==> src/rtl/keypad_scanner.sv <==
// 4x4 matrix keypad scanner with debounce and two-digit hex entry.
// One column is driven low per scan tick; presses shift into out.
module keypad_scanner #(
  parameter int SCAN_DIV       = 50000,
  parameter int DEBOUNCE_TICKS = 4
) (
  input  logic       clk,
  input  logic       clr,
  input  logic [3:0] KEY_R,
  output logic [3:0] KEY_C,
  output logic [7:0] out,
  output logic [3:0] key_code,
  output logic       key_valid,
  output logic       key_held
);

  localparam int DW = (SCAN_DIV > 1) ? $clog2(SCAN_DIV) : 1;
  localparam int CW = $clog2(DEBOUNCE_TICKS + 1);
  localparam logic [DW-1:0] DIV_MAX = DW'(SCAN_DIV - 1);
  localparam logic [CW-1:0] CNT_MAX = CW'(DEBOUNCE_TICKS);

  typedef enum logic [1:0] {
    SCAN,
    DEBOUNCE,
    HELD
  } state_t;

  state_t        state, state_n;
  logic [DW-1:0] div;
  logic          tick;
  logic [1:0]    col, col_n;
  logic [1:0]    row, row_n;
  logic [3:0]    pat, pat_n;
  logic [CW-1:0] cnt, cnt_n, cnt_inc;
  logic [7:0]    out_n;
  logic [3:0]    code_n;
  logic          valid_n, held_n;
  logic          one_hot;
  logic [1:0]    row_dec;

  assign tick    = (div == DIV_MAX);
  assign cnt_inc = cnt + 1'b1;
  assign KEY_C   = ~(4'b0001 << col);

  // Scan-rate divider; wraps on the tick edge.
  always_ff @(posedge clk) begin
    if (clr || tick) div <= '0;
    else             div <= div + 1'b1;
  end

  // Row sense decode: exactly one low row is a key, anything else is none.
  always_comb begin
    one_hot = 1'b1;
    row_dec = 2'd0;
    unique case (KEY_R)
      4'b1110: row_dec = 2'd0;
      4'b1101: row_dec = 2'd1;
      4'b1011: row_dec = 2'd2;
      4'b0111: row_dec = 2'd3;
      default: one_hot = 1'b0;
    endcase
  end

  // State and datapath registers.
  always_ff @(posedge clk) begin
    if (clr) begin
      state     <= SCAN;
      col       <= 2'd0;
      row       <= 2'd0;
      pat       <= 4'hF;
      cnt       <= '0;
      out       <= 8'h00;
      key_code  <= 4'h0;
      key_valid <= 1'b0;
      key_held  <= 1'b0;
    end else begin
      state     <= state_n;
      col       <= col_n;
      row       <= row_n;
      pat       <= pat_n;
      cnt       <= cnt_n;
      out       <= out_n;
      key_code  <= code_n;
      key_valid <= valid_n;
      key_held  <= held_n;
    end
  end

  // Next-state logic; every decision waits for a scan tick.
  always_comb begin
    state_n = state;
    col_n   = col;
    row_n   = row;
    pat_n   = pat;
    cnt_n   = cnt;
    out_n   = out;
    code_n  = key_code;
    valid_n = 1'b0;
    held_n  = key_held;
    if (tick) begin
      unique case (state)
        SCAN: begin
          if (one_hot) begin
            row_n   = row_dec;
            pat_n   = KEY_R;
            cnt_n   = '0;
            state_n = DEBOUNCE;
          end else begin
            col_n = col + 2'd1;
          end
        end
        DEBOUNCE: begin
          if (KEY_R == pat) begin
            if (cnt_inc == CNT_MAX) begin
              code_n  = {row, col};
              out_n   = {out[3:0], row, col};
              valid_n = 1'b1;
              held_n  = 1'b1;
              cnt_n   = '0;
              state_n = HELD;
            end else begin
              cnt_n = cnt_inc;
            end
          end else begin
            cnt_n   = '0;
            col_n   = col + 2'd1;
            state_n = SCAN;
          end
        end
        HELD: begin
          if (KEY_R == 4'hF) begin
            if (cnt_inc == CNT_MAX) begin
              held_n  = 1'b0;
              cnt_n   = '0;
              col_n   = col + 2'd1;
              state_n = SCAN;
            end else begin
              cnt_n = cnt_inc;
            end
          end else begin
            cnt_n = '0;
          end
        end
        default: state_n = SCAN;
      endcase
    end
  end

endmodule

==> config.mk <==
export PLATFORM = sky130hd
export DESIGN_NAME = keypad_scanner
export DESIGN_NICKNAME = d
export VERILOG_FILES = /design/src/rtl/keypad_scanner.sv
export SDC_FILE = /design/constraint.sdc
export NUM_CORES = 1
export LEC_CHECK = 0
export ABC_AREA = 1
export BUFFER_PORTS_ARGS = -buffer_cell sky130_fd_sc_hd__clkbuf_2
export CAP_MARGIN = 20
export CORE_MARGIN = 4
export CORE_UTILIZATION = 60
export DETAILED_ROUTE_END_ITERATION = 10
export PLACE_DENSITY = 0.9
export REMOVE_ABC_BUFFERS = 1
export SYNTH_ARGS = -nofsm -noshare
export SYNTH_HDL_FRONTEND = slang
export SYNTH_SLANG_ARGS = --single-unit
==> constraint.sdc <==
create_clock -name clk -period 3.65 [get_ports clk]
set_input_delay 0 -clock clk [delete_from_list [all_inputs] [get_ports clk]]
set_output_delay 0 -clock clk [all_outputs]
set_load 0.02 [all_outputs]
After elaboration in Yosys (flattened, before gate mapping)
Index checks and enable logic that the tools add are counted.

Register bits: 43. Bits of input ports: 6. Output and inout bits: 18. Logic and storage cells: 72.

Add/sub/neg operators: 3. Eq/ne operators: 18. Shift-type cells: 1. Muxes and demuxes: 24. Bitwise gates (word level): 4. Reduce and logical (&&, ||, !) cells: 12.

Operators by type and width (count): $mux 2 (9); $pmux 2 s3 (3); $add 16x1->16 const B (1); $eq 16x16->1 const B (1); $eq 4x4->1 const B (4); $ne 2x2->1 const B (7); $mux 3 (4); $reduce_and 6->1 (2); $pmux 3 s3 (1); $reduce_or 4->1 (2); $mux 1 (6); $reduce_and 3->1 (2); $reduce_and 5->1 (1); $eq 4x3->1 const B (1); $eq 4x4->1 (1); $not 4->4 (1); $reduce_and 4->1 (1); $shl 1x2->4 const A (1); $add 3x1->3 const B (1); $eq 3x3->1 const B (1); $ne 3x3->1 const B (1); $not 1->1 (3); $reduce_bool 3->1 (1); $add 2x1->2 const B (1); 6 further kinds (6).

Longest topological paths before layout
Word-level depth: 5. Mapped depth: 11. Depth with buffers taken out: 11.

Worst setup path before layout
No wires, ideal clock.

Path type: reg-to-reg. From: register div[0]. To: register pat[1]. Setup time: 0.128 ns. Arrival: 1.300 ns. Data required time: 3.522 ns. Slack: 2.223 ns. Stages on the path, launching flop included: 9. Path buffers: 0. Clock period less this slack: 1.427 ns. Cell sequence: dfxtp_1 -> ha_1 -> nand3_2 -> nor2_2 -> nand3_4 -> nor2_4 -> inv_1 -> nand2_1 -> o211ai_2.

Longest elaborated chain between the ends: 2.

Ends and longest elaborated chain: start, declared (line 29) `logic [DW-1:0] div;`; start signal, assigned (line 48) `else div <= div + 1'b1;`; $eq 16x16->1 (line 41) `assign tick = (div == DIV_MAX);`; $reduce_and 3->1 (no source line); end signal, assigned (line 80) `pat <= pat_n;`; end, declared (line 33) `logic [3:0] pat, pat_n;`.

No other way between the ends. A chain may end at the register's enable or synchronous reset.

Worst setup path in the final report
From: register cnt[0]. To: register out[3].

Longest elaborated chain between the ends: 3.

Ends and longest elaborated chain: start, declared (line 34) `logic [CW-1:0] cnt, cnt_n, cnt_inc;`; start signal, assigned (line 81) `cnt <= cnt_n;`; $add 3x1->3 (line 42) `assign cnt_inc = cnt + 1'b1;`; $eq 3x3->1 (line 114) `if (cnt_inc == CNT_MAX) begin`; $reduce_and 4->1 (no source line); end signal, assigned (line 82) `out <= out_n;`; end, declared (line 11) `output logic [7:0] out,`.

No other way between the ends.

==> results_dict.tcl <==
set metrics [dict create \
    core_um2 3470 \
    wl_per_cell_um 11.8 \
    synth_edf_count 0 \
    synth_compound_area_share_pct 7.70 \
    synth_mux_area_share_pct 0 \
    power.internal_w 0.000574 \
    io_buffers 23 \
    clock-sinks 39 \
    synthAdderAreaFrac_pct 6.13 \
    end_kind "register" \
    ir_drop_mv 0.237 \
    clk_pin_slew_ns 0.07 \
    yosys.area_share.simple_pct 39.1 \
    maxCapViolations 0 \
    tightestPinTransition_ns 0.554 \
    grtUsageMet3_pct 6.40 \
    met2_usage_pct 35.4 \
    rsz0062_at_grt "false" \
    layout_commonest_cell "nand2_1" \
    busiest_layer "met2" \
    p_sw_share_pct 23.4 \
    p_seq_share_pct 57.4 \
    dp_hpwl_um 3450 \
    grt_pass1_vias 1966 \
    hold_class "in2reg" \
    cts_root_buffer "clkbuf_8" \
    setup-tns-final_ns 0 \
    finalWeightedCongestion 0.941 \
    synth-seq-cells 39 \
    die_x_um 69.1 \
    h-tree-depth 2 \
    overflow 0 \
    synth_xor_area_share_pct 1.56 \
    post_cts_buffers 0 \
    grt.total_usage_pct 21.1 \
    period_share_pct 47.6 \
    cts_tree "built" \
    ys_types 31 \
    ant_nets 0 \
    fin_crit_ns 1.74 \
    regArea_um2 781 \
    antenna_found_initial 0 \
    grt_max_degree 18 \
    setup_viol 0 \
    rows 21 \
    die_area_um2 4780 \
    finalWirelength_um 4670 \
    critical_path_required_ns 3.81 \
    drive_gt1_share_pct 17.4 \
    clock_path_buffers 2 \
    clkPwrFrac_pct 37.3 \
    p_leak_nw 1.10 \
    multiInputGateArea_um2 1220 \
    drt-initial-drc-count 142 \
    net-switching-power_w 0.000176 \
    grtUsageMet1_pct 25.1 \
    initial_core_util_pct 64.7 \
    powerDensity_nw_per_um2 303 \
    synth-main-ff-cell "dfxtp_1" \
    hold_viol 0 \
    synth_top_family_by_area "simple AND/OR/NAND/NOR gates" \
    drt-pass1-iter-count 4 \
    die_h_um 69.1 \
    maxSlewHeadroom_pct 63.0 \
    yosysSeqAreaShare_pct 34.8 \
    drc 0 \
    fillers 287 \
    synth.cell_area_um2 2240 \
    via_per_inst 5.32 \
    status "finished, final reports clean" \
    critical_path_class "reg2reg" \
    syn_inst 324 \
    finalClockSkew_ns 0.00383 \
    fmax_mhz 575 \
    async_reset_ff_share_pct 0 \
    cp-start-kind "register" \
    critPathArrivalTime_ns 1.90 \
    grt_first_pass_wirelength_um 8410 \
    synthToLayoutAreaGrowth_pct 10.2 \
    p_comb_share_pct 5.3 \
    vias 2105 \
    maxSlewViolCount 0 \
    nets 366 \
    synth.avg_cell_area_um2 6.92 \
    yosys_warnings 0 \
    insertion_delay_ns 0.29 \
    final_cell_mix "70 x nand2_1, 48 x inv_1, 39 x dfxtp_1" \
    diodes 0 \
    crit_fanout 9 \
    fin_hold_ws_ns 0.0324 \
    cts_buffers 5 \
    ios 24 \
]
==> logic make-up after synthesis <==
| kind of cell | after synthesis |
|---|---|
| compound gates | 31 |
| xor+xnor | 4 |
| fa+ha+maj | 11 |
| buf+inv | 59 |
| flops | 39 |
| simple gates | 180 |
==> per-layer routing <==
layer  share of wire, %  wire length (um)  vias to the layer above
met4                2.2               104                        0
li1                   -                 -                     1075
met2                 48              2240                       65
met1                 44              2040                      952
met3                6.2               289                       13
met5                  0                 0                        -
==> state kept, by name (all words and copies together), names as in the netlist <==
signal / cells
key_valid: 1
cnt: 3
pat: 4
row: 2
state: 2
key_held: 1
out: 8
col: 2
div: 16
==> synthesized netlist by cell type, types with 6 or more instances <==
master	number	share of area [%]
a21oi_1	22	4.9
nor2_2	8	2.2
nand3_1	26	5.8
ha_1	11	6.1
o21ai_0	6	1.3
dfxtp_1	39	35
nor3_1	7	1.6
nand2_1	70	12
inv_1	48	8.0
nor2_1	36	6.0
nand2_2	7	2.0
nand4_1	7	2.0
==> stage by stage <==
| stage | worst slack [ns] | power, W | utilization (%) | area [um^2] | instances |
|---|---|---|---|---|---|
| 6_report | 1.91 | 0.000750 | 71.3 | 2470 | 396 |
| 5_1_grt | 1.70 | 0.000781 | 71.3 | 2470 | 396 |
| 4_1_cts | 1.93 | 0.000759 | 71.3 | 2470 | 396 |
| 3_5_place_dp | 1.96 | 0.000477 | 68.4 | 2370 | 386 |
| 3_3_place_gp | 2.02 | 0.000476 | 68.4 | 2370 | 386 |
| 2_1_floorplan | 2.20 | 0.000464 | - | 2200 | 317 |
==> power by group through the flow <==
stage / logic, W / clock network (W) / registers (W)
6_report: 0.0000398 / 0.000280 / 0.000430
5_1_grt: 0.0000452 / 0.000306 / 0.000430
4_1_cts: 0.0000392 / 0.000290 / 0.000430
3_5_place_dp: 0.0000373 / 0 / 0.000440
3_3_place_gp: 0.0000363 / 0 / 0.000440
2_1_floorplan: 0.0000241 / 0 / 0.000439
==> timing repair <==
| item | CTS | global route |
|---|---|---|
| hold buffers | 2 | 0 |
| gates resized for setup | 0 | 0 |
| endpoints found under the setup margin | 0 | 0 |
| endpoints found under the hold margin | 2 | 0 |
==> critical path: stages, from the launching register on <==
cell	delay, ns
dfxtp_1	0.36
ha_1	0.19
inv_1	0.04
nand2_1	0.08
nand3_1	0.21
nor2_2	0.37
nand2_2	0.18
nand2_1	0.10
a21oi_1	0.07
==> cell type report <==
| cell class | count | share of cell area [%] |
|---|---|---|
| Clock buffer | 7 | 3.09 |
| Clock inverter | 1 | 0.202 |
| Inverter | 52 | 7.89 |
| Multi-Input combinational cell | 226 | 49.4 |
| Sequential cell | 39 | 31.6 |
| Tap cell | 46 | 2.33 |
| Timing Repair Buffer | 25 | 5.47 |
==> worst paths after layout <==
| check | from | endpoint | slack, ns | cells past startpoint |
|---|---|---|---|---|
| max reg2reg | cnt[0] | out[3] | 1.91 | 8 |
| min | KEY_R[3] | pat[3] | 0.03 | 3 |
| max | cnt[0] | out[3] | 1.91 | 8 |
| min reg2reg | div[0] | div[0] | 0.45 | 1 |
Note: power is estimated with default switching activity, not from simulation.
